$ cat src/rtl/guess_collector.sv
// Guess collector for the 16-player correlation game: gathers guesses, drives the comparator,
// captures its winner. Optional COLLECT timeout is enabled by defining GUESS_COLLECTOR_TIMEOUT_EN.
module guess_collector #(
   parameter int unsigned PLAYERS  = 16,
   parameter int unsigned WIDTH    = 32,
   parameter int unsigned CORR_LAT = 2,
   parameter int unsigned TIMEOUT  = 64
) (
   input  logic                       clk_i,
   input  logic                       rst_i,
   input  logic                       target_load_i,
   input  logic [WIDTH-1:0]           target_in_i,
   input  logic                       in_valid_i,
   output logic                       in_ready_o,
   input  logic [3:0]                 in_player_i,
   input  logic [WIDTH-1:0]           in_num_i,
   output logic [PLAYERS*WIDTH-1:0]   num_flat_o,
   output logic [WIDTH-1:0]           target_num_o,
   output logic                       round_valid_o,
   input  logic [3:0]                 winner_in_i,
   output logic [3:0]                 winner_o,
   output logic                       winner_strobe_o,
   output logic [PLAYERS-1:0]         submitted_mask_o,
   output logic                       dup_err_o
);

   // One counter serves both the COLLECT timeout and the EVAL latency, so size it for both.
   localparam int unsigned CntMax = (TIMEOUT > CORR_LAT) ? TIMEOUT : CORR_LAT;
   localparam int unsigned CntW   = (CntMax > 2) ? $clog2(CntMax) : 1;

   typedef enum logic [1:0] {StIdle, StCollect, StEval, StReport} state_e;

   state_e             state_q, state_d;
   logic [CntW-1:0]    cnt_q, cnt_d;
   logic [PLAYERS-1:0] mask_q, mask_d;
   logic [WIDTH-1:0]   target_q, target_d;
   logic [3:0]         winner_q, winner_d;
   logic               dup_q, dup_d;
   logic [WIDTH-1:0]   slots_q [PLAYERS];
   logic [WIDTH-1:0]   slots_d [PLAYERS];

   always_comb begin
      state_d  = state_q;
      cnt_d    = cnt_q;
      mask_d   = mask_q;
      target_d = target_q;
      winner_d = winner_q;
      dup_d    = 1'b0;
      slots_d  = slots_q;

      unique case (state_q)
         StIdle: begin
            if (target_load_i) begin
               target_d = target_in_i;
               mask_d   = '0;
               for (int k = 0; k < PLAYERS; k++) begin
                  slots_d[k] = '1;
               end
               cnt_d    = '0;
               state_d  = StCollect;
            end
         end

         StCollect: begin
            if (in_valid_i) begin
               if (mask_q[in_player_i]) begin
                  dup_d = 1'b1;
               end else begin
                  slots_d[in_player_i] = in_num_i;
                  mask_d[in_player_i]  = 1'b1;
               end
            end
            // Decide on the post-write mask so the 16th beat's edge ends COLLECT.
            if (&mask_d) begin
               cnt_d   = '0;
               state_d = StEval;
            end
`ifdef GUESS_COLLECTOR_TIMEOUT_EN
            else if (cnt_q == CntW'(TIMEOUT - 1)) begin
               cnt_d   = '0;
               state_d = (|mask_d) ? StEval : StIdle;
            end else begin
               cnt_d = cnt_q + CntW'(1);
            end
`endif
         end

         StEval: begin
            if (cnt_q == CntW'(CORR_LAT - 1)) begin
               winner_d = winner_in_i;
               cnt_d    = '0;
               state_d  = StReport;
            end else begin
               cnt_d = cnt_q + CntW'(1);
            end
         end

         StReport: begin
            state_d = StIdle;
         end

         default: begin
            state_d = StIdle;
         end
      endcase
   end

   always_ff @(posedge clk_i or posedge rst_i) begin
      if (rst_i) begin
         state_q  <= StIdle;
         cnt_q    <= '0;
         mask_q   <= '0;
         target_q <= '0;
         winner_q <= '0;
         dup_q    <= 1'b0;
         for (int k = 0; k < PLAYERS; k++) begin
            slots_q[k] <= '0;
         end
      end else begin
         state_q  <= state_d;
         cnt_q    <= cnt_d;
         mask_q   <= mask_d;
         target_q <= target_d;
         winner_q <= winner_d;
         dup_q    <= dup_d;
         for (int k = 0; k < PLAYERS; k++) begin
            slots_q[k] <= slots_d[k];
         end
      end
   end

   for (genvar g = 0; g < PLAYERS; g++) begin : g_flat
      assign num_flat_o[g*WIDTH +: WIDTH] = slots_q[g];
   end

   assign in_ready_o       = (state_q == StCollect);
   assign round_valid_o    = (state_q == StEval);
   assign winner_strobe_o  = (state_q == StReport);
   assign target_num_o     = target_q;
   assign winner_o         = winner_q;
   assign submitted_mask_o = mask_q;
   assign dup_err_o        = dup_q;

endmodule

$ cat config.mk
export PLATFORM = sky130hd
export DESIGN_NAME = guess_collector
export DESIGN_NICKNAME = d
export VERILOG_FILES = /design/src/rtl/guess_collector.sv
export SDC_FILE = /design/constraint.sdc
export NUM_CORES = 1
export LEC_CHECK = 0
export BUFFER_PORTS_ARGS = -buffer_cell sky130_fd_sc_hd__buf_2
export CORE_AREA = 5 5 244 246
export CTS_CLUSTER_DIAMETER = 120
export DETAILED_ROUTE_END_ITERATION = 12
export DIE_AREA = 0 0 249 251
export PLACE_DENSITY = 0.74
export SLEW_MARGIN = 0
export SYNTH_ARGS = -nofsm -noshare
export SYNTH_HDL_FRONTEND = slang
export SYNTH_SLANG_ARGS = --single-unit
export TNS_END_PERCENT = 100
$ cat constraint.sdc
create_clock -name clk_i -period 18.9 [get_ports clk_i]
set_clock_uncertainty 0.05 [all_clocks]
set_input_delay 3.78 -clock clk_i [delete_from_list [all_inputs] [get_ports clk_i]]
set_output_delay 3.78 -clock clk_i [all_outputs]
set_load 0.1 [all_outputs]
==> results.md, run 1 <==
STA:
- The worst slack on hold paths is 0.423 ns.
- Setup total negative slack on the finished layout was measured at 0 ns.
- The final count of hold timing violations came to 0.
- Setup violations remaining at the end of the flow were counted as 0.
- Timing would allow up to roughly 0.15 GHz.
- The transition time at the pin with the least slew margin is between 1 and 1.5 ns.
- The number of slew-limit violations in the final report came to 0.
- The ratio of final minimum period to clock period is 35.0%.
- The clock period minus final worst setup slack is 6.61 ns.
- Setup repair after global routing left no endpoint under its margin.
- The relative slew slack is approximately 19%.

Drt:
- Across all layers, the routed design uses between 20000 and 25000 vias.
- The sum of routed wire length over all layers is ~96 mm.
- The count of unresolved DRC violations after routing is 0.
- Dividing the detail-routed via count by the number of cells gives between 5 and 6.
- Dividing the detail-routed wire length by the instance count gives ~25 um.
- The number of DRC violations after detailed-routing iteration 0 is roughly 2200.
- The count of nets left with antenna violations once routing finished came out at 0.
- The number of iterations in the first detailed-routing pass is 5.

CTS:
- The number of clock sinks seen by CTS is 573.
- Buffers inserted during clock tree synthesis total 58.
- The number of setup buffers added after CTS is 0.
- The clock passes through at most 3 buffers.
- After clock tree synthesis, the repair step resized 0 gates.
- Clock latency on the worst-skew pair, taken at its later pin, is roughly 0.63 ns.
- The clock tree from TritonCTS is built.
- The hold buffer count at CTS is 0.
- The clock tree synthesis step divided the H-tree into 2 levels.
- The master cell of the clock root buffer is clkbuf_16.
- Clock-pin slew was measured on the worst setup and hold paths at about 0.060 ns.

Synth:
- The synthesized design devotes to its leading area cell type a little under 60% of total area.
- Counting every net in the synthesized netlist gives approximately 2700.
- The most instantiated flip-flop cell in the synthesis netlist is dfrtp_1.
- The cell taking the most area after synthesis is dfrtp_1.
- After synthesis, the netlist uses 48 different library cells.
- In the synthesized netlist, the number of instances is between 2000 and 3000.
- Yosys attributes the largest share of cell area to dfrtp_1 (59%), a21oi_1 (15%), o21ai_0 (5.7%).
- The number of flops mapped to enable cells by yosys is 0.
- The cell area that synthesis handed to floorplanning was between 0.02 and 0.025 mm^2.
- The share of the yosys chip area belonging to registers is between 50% and 60%.
- In the synthesized netlist the async set-or-reset flop fraction comes to 100%.
- The flop and latch count out of synthesis is roughly 570.
- A synthesized cell averages approximately 9.2 um^2.
- The count of yosys warnings during synthesis is 0.

Critical path:
- By startpoint and endpoint, the worst setup path is classified as input port to asynchronous set/reset pin.
- In this design, the stage delay of the slowest critical-path cell is between 0.9 and 1 ns.
- STA puts the critical path data required time at slightly below 20 ns.
- In this run the worst path has a maximum fanout of 152.
- The depth of the most critical reg-to-reg path is 6.
- The start of the worst register-to-register path is state_q[1].
- Among the stages of the critical path, the cell type that occurs most often is buf_4.
- Walking the worst path, the cells encountered are buf_2, clkinvlp_4, buf_4, buf_12, buf_4.
- The internal reg-to-reg setup slack is roughly 15 ns.
- At the worst endpoint, the arrival time is between 7 and 8 ns.
- The worst flop-to-flop path endpoint is num_flat_o[177].
- The worst setup path is captured at an asynchronous set/reset pin.
- The largest individual stage delay along the critical path comes from the cell buf_4.
- The type of origin of the critical path is an input port.

Cells and area:
- The share of final-layout standard cells stronger than drive strength 1 is 27.6%.
- The layout overhead on the synthesized area is 22.9%.
- In the final layout, flip-flops and latches occupy roughly 0.014 mm^2.
- In the final layout, the multi-input gates occupy a little under 0.009 mm^2.
- The final net count is between 3000 and 4000.
- After filler insertion, the fill cell instance count of the layout stands at roughly 5200.

Run:
- The number of max-capacitance violations reported is 0.

Worst hold path:
- The critical hold path startpoint is num_flat_o[171].
- The terminating pin of the worst hold path is num_flat_o[171].
- The class of the most critical hold timing path is flip-flop to flip-flop.
- The count of cells along the worst hold path is 2.

Floorplanning:
- The die footprint is around 0.062 mm^2.
- From bottom edge to top edge, the die measures 251 um.
- For this configuration, the core starts out at a cell density of 42.2%.
- The width of the die is roughly 250 um.
- The number of placement rows is 88.
- The floorplan core area is between 0.05 and 0.06 mm^2.
- In this run the count of I/O pins placed on the die edge is roughly 640.

Global routing:
- The first global-routing pass estimated between 100 and 150 mm of wire.
- The number of antenna violations at the first check in global routing came to 4.
- The overall track demand over capacity in global routing is between 20% and 30%.
- The via count of the first global-routing pass came to 21000.
- The maximum number of pins on one net before global-route repair is 164.
- The leftover overflow at the end of global routing is 0.

Placement:
- The number of I/O port buffers is between 600 and 700.
- The estimated wirelength of the detail-placed design is 60.1 mm.
- At the end of routability-driven placement, the weighted congestion stood at ~0.84.

Run status:
- The flow ran to the end, and the final reports show no timing, DRC or antenna violations.
==> synth_stat cells (3+ instances only) <==
master    instances
a21oi_2           3
o21ai_0         276
dfrtp_1         573
mux2_2           40
nor2b_1           4
clkbuf_1        252
nand2b_1          3
mux2i_1           3
mux2_4            3
nor2_1          274
o21bai_1          4
nor4bb_1          4
ha_1              6
nand2_1         327
a31oi_1          35
nand3_1           3
a21o_1            7
buf_2             9
inv_1             5
buf_1            33
nor4_1            3
a21oi_1         721
==> registers in the layout (all words and copies together), names as in the netlist <==
signal / flops
state_q: 2
dup_err_o: 1
winner_o: 4
submitted_mask_o: 16
target_num_o: 32
cnt_q: 6
num_flat_o: 512
==> routing by layer <==
metal  global-route usage (%)  share of wire, %  wire, um
met1                     38.1                38     36500
met3                     9.17                11     10400
met2                     44.8                46     43700
met5                        0             0.014        13
met4                     13.2               5.4      5130
==> kinds of logic after synthesis <==
logic type	synth area share, %
AO/OA/AOI/OAI	22.5
adder cells (fa/ha/maj)	0.311
buffers and inverters	4.80
flip-flops	59.5
multiplexers	2.32
AND/OR/NAND/NOR	10.6
==> how the worst max path moves through the flow <==
stage | from | end | slack (ns) | cells past startpoint
3_5_place_dp | rst_i | num_flat_o[359] | 11.52 | 5
4_1_cts | rst_i | num_flat_o[88] | 12.19 | 5
3_3_place_gp | rst_i | num_flat_o[380] | 11.52 | 5
5_1_grt | rst_i | num_flat_o[88] | 11.72 | 5
6_report | rst_i | num_flat_o[258] | 12.29 | 5
2_1_floorplan | rst_i | cnt_q[0] | 7.26 | 1
==> metrics by stage <==
step	setup slack (ns)	cells	instance area, um^2	utilization, %
6_report	12.29	3877	29600	51.8
5_1_grt	11.72	3875	29600	51.8
4_1_cts	12.19	3874	29600	51.8
3_5_place_dp	11.52	3769	27700	48.4
3_3_place_gp	11.52	3769	27700	48.4
2_1_floorplan	7.26	2622	24100	-
==> placed cells by master, fill, tap and decap left out, types with 4 or more instances in the layout <==
master and instances:
a21o_2 7, a21oi_1 719, a21oi_4 5, a31oi_1 35, buf_2 643, buf_4 33
bufinv_16 5, clkbuf_1 10, clkbuf_16 58, clkbuf_8 13, clkinv_2 12, clkinvlp_4 4
dfrtp_1 573, ha_1 5, mux2_2 40, nand2_1 327, nor2_1 270, nor2b_1 4
nor4bb_4 4, o21ai_0 276
==> worst max-delay path, delay by kind of cell <==
family / cells / cell delay [ns]
buffers and inverters: 5 / 3.15
==> area by class of cell <==
cell class / instances / share of cell area [%]
Antenna cell: 3 / 0.0253
Timing Repair Buffer: 678 / 11.8
Tap cell: 765 / 3.23
Multi-Input combinational cell: 1748 / 29.8
Sequential cell: 573 / 48.4
Clock buffer: 81 / 5.63
Inverter: 5 / 0.101
Clock inverter: 24 / 0.967
Power of run 1 is not shown: default switching activity piles up to over one toggle a cycle in this logic, so the estimate is an artifact.
==> inputs of run 2 (changes only) <==
==> constraint.sdc (replaced) <==
create_clock -name clk_i -period 5.31 [get_ports clk_i]
set_clock_uncertainty 0.05 [all_clocks]
set_input_delay 1.062 -clock clk_i [delete_from_list [all_inputs] [get_ports clk_i]]
set_output_delay 1.062 -clock clk_i [all_outputs]
set_load 0.1 [all_outputs]
==> run 2 against run 1 <==
Final area rose by 0.87%. Routed wire length rose by 0.16%. Flip-flop and latch count did not move. Non-clock buffer count rose by 16. Via count fell by 0.47%. Worst setup slack got worse by 11 ns. Critical path depth rose by 4. Core utilization rose by 0.45 points.
==> results.md, run 2 (synthesized netlist as in run 1, its figures left out) <==
Drt:
- The count of unresolved DRC violations after routing is 0.
- After detailed routing, the number of vias per cell comes to 5.68.
- The routed layout has between 20000 and 25000 vias.
- The number of iterations in the first detailed-routing pass is 6.
- The count of nets left with antenna violations once routing finished came out at 0.
- The average wire per cell in the routed design is about 25 um.
- After detailed routing, the total wire length is between 90 and 100 mm.
- For this block, the initial DRC count from the detailed router was about 2100.

STA:
- The final setup violation count is 0.
- The ratio of final minimum period to clock period is between 70% and 80%.
- Measured against its own limit, the worst slew margin works out to between 20% and 30%.
- Setup repair after global routing left no endpoint under its margin.
- The number of slew-limit violations in the final report is 0.
- The transition time at the pin with the least slew margin is between 1 and 1.5 ns.
- Based on the critical path, the design can be clocked at up to 0.267 GHz.
- The clock period minus final worst setup slack is ~3.8 ns.
- The final count of hold timing violations is 0.

Cells and area:
- The number of antenna diodes in the final layout is 0.
- Excluding fillers, the count of instances in the completed layout stands at 3895.
- The final layout contains 3162 nets.
- Of the cells placed in the final design, the portion with a size suffix greater than 1 is about 28%.
- In the layout the commonest cells are a21oi_1 (719), buf_2 (643), dfrtp_1 (573), nand2_1 (327), o21ai_0 (276).
- Leaving out fill and tap cells, the most frequent cell in the layout is a21oi_1.
- From synthesis to final layout, the design area changed by 24.0%.
- The number of flip-flops under the largest register name is a little over 500.

Worst hold path:
- The class of the most critical hold timing path is flip-flop to flip-flop.

Global routing:
- The overall track demand over capacity in global routing is 29.3%.
- The first global-routing pass estimated between 100 and 150 mm of wire.
- The number of antenna violations at the first check in global routing came to 3.
- The leftover overflow at the end of global routing is 0.
- The via count of the first global-routing pass came to 21200.
- Entering global routing, the biggest net connects around 120 pins.

CTS:
- For this design, the sink count on the clock tree is 573.
- Clock-pin slew was measured on the worst setup and hold paths at roughly 0.07 ns.
- The number of levels in the clock H-tree is 2.
- The post-cts sizing count is 0.
- The number of setup buffers added after CTS is 0.
- The number of buffers created by CTS is 58.
- The master cell of the clock root buffer is clkbuf_16.
- The worst-skew pair later-pin latency is about 0.63 ns.
- The clock tree from TritonCTS is built.
- The clock passes through at most 3 buffers.
- Buffers inserted to repair hold after CTS numbered 0.

Placement:
- The number of placed instances with taps included is 3785.
- During placement, the flow inserted port buffers numbering 643.
- At the end of routability-driven placement, the weighted congestion stood at around 0.89.
- The HPWL after detailed placement is about 61 mm.

Critical path:
- The critical path data arrival time is 4.20 ns.
- The critical path is of the input port to flip-flop type.
- The type of origin of the critical path is an input port.
- Of all nets on the critical path, the largest fanout is 22.
- The worst path required time is approximately 5.8 ns.
- The setup check on the worst reg-to-reg path leaves a slack of between 1.5 and 2 ns.
- The kind of end point of the critical path is a flip-flop.

Floorplanning:
- The width of the die is about 250 um.
- Once the floorplan was initialized, standard cells occupied between 40% and 50% of the core.
- The floorplan die height is about 250 um.
- The floorplan core area is 0.0571 mm^2.
- The die footprint is approximately 0.062 mm^2.
- The floorplan has a little under 90 rows.
- The number of ports placed on the die boundary is approximately 640.

Run status:
- The run finished with clean final reports.

Run:
- The number of max-capacitance violations reported is 0.
-- run 2: through the flow --
stage | TNS, ns | hold slack (ns) | cell area [um^2] | worst slack (ns) | util (%)
detailed placement | 0 | 0.415 | 27800 | 0.975 | 48.7
global route | 0 | 0.448 | 29900 | 1.42 | 52.3
global placement | 0 | 0.406 | 27800 | 1.03 | 48.7
finish | 0 | 0.422 | 29900 | 1.56 | 52.3
CTS | 0 | 0.429 | 29900 | 1.63 | 52.3
floorplan | -2067.13 | 0.426 | 24100 | -3.61 | -
-- run 2: layout make-up --
class	instances	area, um^2
fill	5170	27300
sequential	573	14300
multi-input combinational	1748	8830
timing repair buffer	694	3650
clock buffer	77	1630
tap	765	957
clock inverter	33	442
inverter	5	30.0
-- run 2: per-layer routing --
layer / vias to the layer above / GRT usage [%] / part of all wire [%]
li1: 9816 / - / -
met1: 10800 / 37.9 / 38
met2: 1207 / 46.5 / 46
met3: 272 / 9.06 / 10
met4: 6 / 11.9 / 5.3
met5: - / 0 / 0.036
-- run 2: final timing paths --
check	startpoint	endpoint	depth (start not counted)
setup reg to reg	state_q[1]	num_flat_o[141]	6
setup / recovery	in_player_i[1]	state_q[1]	9
hold reg to reg	num_flat_o[165]	num_flat_o[165]	2
hold / removal	num_flat_o[165]	num_flat_o[165]	2
max in group asynchronous	rst_i	num_flat_o[340]	3
min in group asynchronous	rst_i	num_flat_o[396]	2
-- run 2: worst max-delay path: stages --
cell and delay (ns):
buf_2 0.50, mux2_2 0.41, mux4_2 0.53, nor2b_2 0.39, a21oi_1 0.14, nor4_2 0.33
a31oi_2 0.23, nor3_2 0.27, mux2_1 0.34
Power of run 2 is left out for the same reason.
==> inputs of run 3 (changes only) <==
--- a/config.mk
+++ b/config.mk
@@ -5,11 +5,12 @@
 export SDC_FILE = /design/constraint.sdc
 export NUM_CORES = 1
 export LEC_CHECK = 0
+export ABC_AREA = 1
 export BUFFER_PORTS_ARGS = -buffer_cell sky130_fd_sc_hd__buf_2
-export CORE_AREA = 5 5 244 246
+export CORE_AREA = 5 5 248 250
 export CTS_CLUSTER_DIAMETER = 120
 export DETAILED_ROUTE_END_ITERATION = 12
-export DIE_AREA = 0 0 249 251
+export DIE_AREA = 0 0 253 255
 export PLACE_DENSITY = 0.74
 export SLEW_MARGIN = 0
 export SYNTH_ARGS = -nofsm -noshare
==> constraint.sdc (replaced) <==
create_clock -name clk_i -period 3.8 [get_ports clk_i]
set_clock_uncertainty 0.05 [all_clocks]
set_input_delay 0.76 -clock clk_i [delete_from_list [all_inputs] [get_ports clk_i]]
set_output_delay 0.76 -clock clk_i [all_outputs]
set_load 0.1 [all_outputs]
==> run 3 against run 2 <==
Clock-buffer cell count grew 8. Worst hold slack lost 0.11 ns. Synthesized cell count grew 24%. Flip-flop and latch count is the same. Critical path depth shrank 5. Worst setup slack lost 0.99 ns. Highest routed layer unchanged. Critical endpoint is now in_ready_o.
==> results.md, run 3 <==
Critical path:
- The critical path is of the flip-flop to primary output type.
- The depth of the most critical reg-to-reg path is 7.
- The start of the worst register-to-register path is state_q[0].
- The type of origin of the critical path is a flip-flop.
- The worst flop-to-flop path endpoint is num_flat_o[125].
- The critical path starts at state_q[1].
- For the worst setup path, the data arrival time is ~2.4 ns.
- The critical path ends at in_ready_o.
- The worst register-to-register path has a setup slack of 0.74 ns.
- The worst path required time is 2.99 ns.
- Along the worst path, the maximum fanout reaches 239.
- The kind of end point of the critical path is a primary output.

STA:
- Setup repair after global routing left no endpoint under its margin.
- In the final timing run, aggregate negative setup slack is 0 ns.
- The maximum achievable frequency is around 0.3 GHz.
- Headroom to the max-slew limit came out at about 14%.
- In the finished design, the share of the clock period the worst path needs comes to 85.1%.
- The transition time at the pin with the least slew margin is 1.29 ns.
- The clock period minus final worst setup slack is approximately 3.2 ns.
- The final count of hold timing violations was 0.
- Setup violations remaining at the end of the flow were counted as 0.
- The number of slew-limit violations in the final report came to 0.
- Hold is met by approximately 0.31 ns.

Cells and area:
- In the layout the commonest cells are nand2_1 (1118), buf_2 (643), dfrtp_1 (573), nand3_1 (534), o21ai_0 (513).
- Fill cells in the final layout number between 5000 and 6000.
- The final net count is 3813.
- Leaving out fill and tap cells, the most frequent cell in the layout is nand2_1.
- Relative to the synthesized area, the layout overhead comes to 21.3%.
- Once layout is complete, the utilization of the core stands at between 50% and 60%.
- Of the cells placed in the final design, the portion with a size suffix greater than 1 is roughly a quarter.
- The number of flip-flops under the largest register name is just over 500.

Global routing:
- The number of antenna violations at the first check in global routing is 7.
- The wire length of the first global-routing pass is 159 mm.
- For met2 alone, demand over resource in global routing was 49.7%.
- The met1 usage in global routing is between 40% and 50%.
- The met3 usage in global routing is under 10%.
- Global routing used roughly 32% of the available tracks.
- The global routing stage identified its most utilized layer as met2.
- The total overflow left after global routing is 0.
- The maximum number of pins on one net before global-route repair is 240.
- The via count of the first global-routing pass was 24400.

Drt:
- The sum of routed wire length over all layers is 108 mm.
- The via total after detailed routing is ~26000.
- For this block, the initial DRC count from the detailed router was about 3700.
- The average wire per cell in the routed design is between 20 and 25 um.
- The count of unresolved DRC violations after routing is 0.
- The first TritonRoute pass finished after 6 iterations.
- In the routed layout, each cell is associated on average with a via count of a little under 6.
- The residual antenna-violating net count after detailed routing is 0.

Synth:
- The most frequent cell after synthesis is nand2_1.
- Yosys attributes the largest share of cell area to dfrtp_1 (54%), nand2_1 (16%), nand3_1 (10%).
- The top cell type by area accounts for between 50 and 60% of the synthesized area.
- The share of the yosys chip area belonging to registers is 54.2%.
- The proportion of synthesized flip-flops having asynchronous set or reset is 100%.
- The number of nets handed over by synthesis was between 3000 and 4000.
- The number of distinct library cell variants in the gate-level netlist after synthesis is 28.
- Counting instances in the post-synthesis netlist gives the leading cell types as nand2_1 (1118), dfrtp_1 (573), nand3_1 (534).
- In the synthesized netlist the dominant register cell turns out to be dfrtp_1.
- The synthesized design contains 0 enable-type register cells.
- Dividing the synthesized area by the synthesized cell count gives about 8.1 um^2.
- The cell taking the most area after synthesis is dfrtp_1.
- The post-synthesis instance total is 3255.
- The count of yosys warnings during synthesis is 0.
- The cell area after technology mapping is about 0.026 mm^2.
- The flop and latch count out of synthesis is 573.

CTS:
- TritonCTS created between 60 and 70 clock buffers.
- The master cell of the clock root buffer is clkbuf_16.
- The hold buffer count at CTS is 0.
- At the later pin of the worst-skew pair, clock insertion delay measures approximately 0.63 ns.
- The clock slew seen by the registers of the worst setup and hold paths is approximately 0.060 ns.
- The clock tree from TritonCTS is built.
- The tree built by TritonCTS fans out to roughly 570 sinks.
- CTS built an H-tree with a depth of 2.
- Once the clock tree was built, the setup fixing pass inserted 0 buffers.
- Counting along the longest clock path gives a buffer depth of 3.
- The post-cts sizing count is 0.

Floorplanning:
- The floorplan die height is approximately 260 um.
- The number of ports placed on the die boundary is 644.
- Row generation in the floorplan step produced between 80 and 90 rows.
- The width of the die is between 200 and 300 um.
- The floorplan core area is about 0.059 mm^2.
- The die covers around 0.065 mm^2.
- The starting utilization of the core area is between 40 and 50%.

Placement:
- During placement, the flow inserted port buffers numbering roughly 640.
- Detailed placement ended at an HPWL of between 60 and 70 mm.
- The global placement routability congestion is about 0.9.

Run status:
- The run finished with clean final reports.

Run:
- Across the run, the number of max-cap violations was 0.

Worst hold path:
- In this run the worst hold path is classified as input port to asynchronous set/reset pin.
## run 3: changes by cell type after synthesis, sizes merged, moves of 8 or more
cell    previous run  this run
mux2              44        36
o21ai            276       520
buf               44       108
nor2             274        32
clkbuf           252       195
a21oi            724        23
nand3              3       534
inv                5        68
nand2            327      1137
a31oi             36         0
## run 3: worst min-delay path by stage
stage,cells past startpoint,end,slack [ns],startpoint
floorplan,2,state_q[1],0.44,state_q[1]
global placement,2,num_flat_o[303],0.40,num_flat_o[303]
detailed placement,2,num_flat_o[384],0.40,num_flat_o[384]
CTS,2,target_num_o[27],0.29,target_in_i[27]
global route,2,winner_o[0],0.31,winner_in_i[0]
finish,2,num_flat_o[280],0.31,rst_i
## run 3: routing by layer
metal / share of wire [%] / wire length, um
met3: 12 / 12600
met2: 46 / 49400
met4: 5.8 / 6320
met5: 0.0065 / 7
met1: 37 / 40000
## run 3: worst max-delay path: stages, from the launching register on
cell,delay [ns]
dfrtp_1,0.42
inv_1,0.13
ha_4,0.16
buf_12,0.49
buf_2,0.57
## run 3: logic make-up after synthesis
family	synth area share, %
XOR/XNOR	0.0331
multiplexers	1.53
buffers and inverters	6.17
AND/OR/NAND/NOR	27.2
AO/OA/AOI/OAI	10.6
adder cells (fa/ha/maj)	0.284
flip-flops	54.2
## run 3: metrics by stage
| stage | cell area, um^2 | setup slack [ns] | instances |
|---|---|---|---|
| 2_1_floorplan | 26500 | -4.82 | 3255 |
| 3_3_place_gp | 30000 | 0.743 | 4441 |
| 3_5_place_dp | 30000 | 0.656 | 4441 |
| 4_1_cts | 32100 | 0.443 | 4547 |
| 5_1_grt | 32100 | 0.400 | 4548 |
| 6_report | 32100 | 0.565 | 4550 |
## run 3: area by class of cell
class,count,area (um^2),share of cell area (%)
Antenna cell,3,7.51,0.0234
Clock buffer,85,1780,5.53
Clock inverter,21,299,0.931
Inverter,68,259,0.807
Multi-Input combinational cell,2311,10500,32.8
Sequential cell,573,14300,44.7
Tap cell,773,967,3.01
Timing Repair Buffer,716,3940,12.3
Power of run 3 is left out for the same reason.
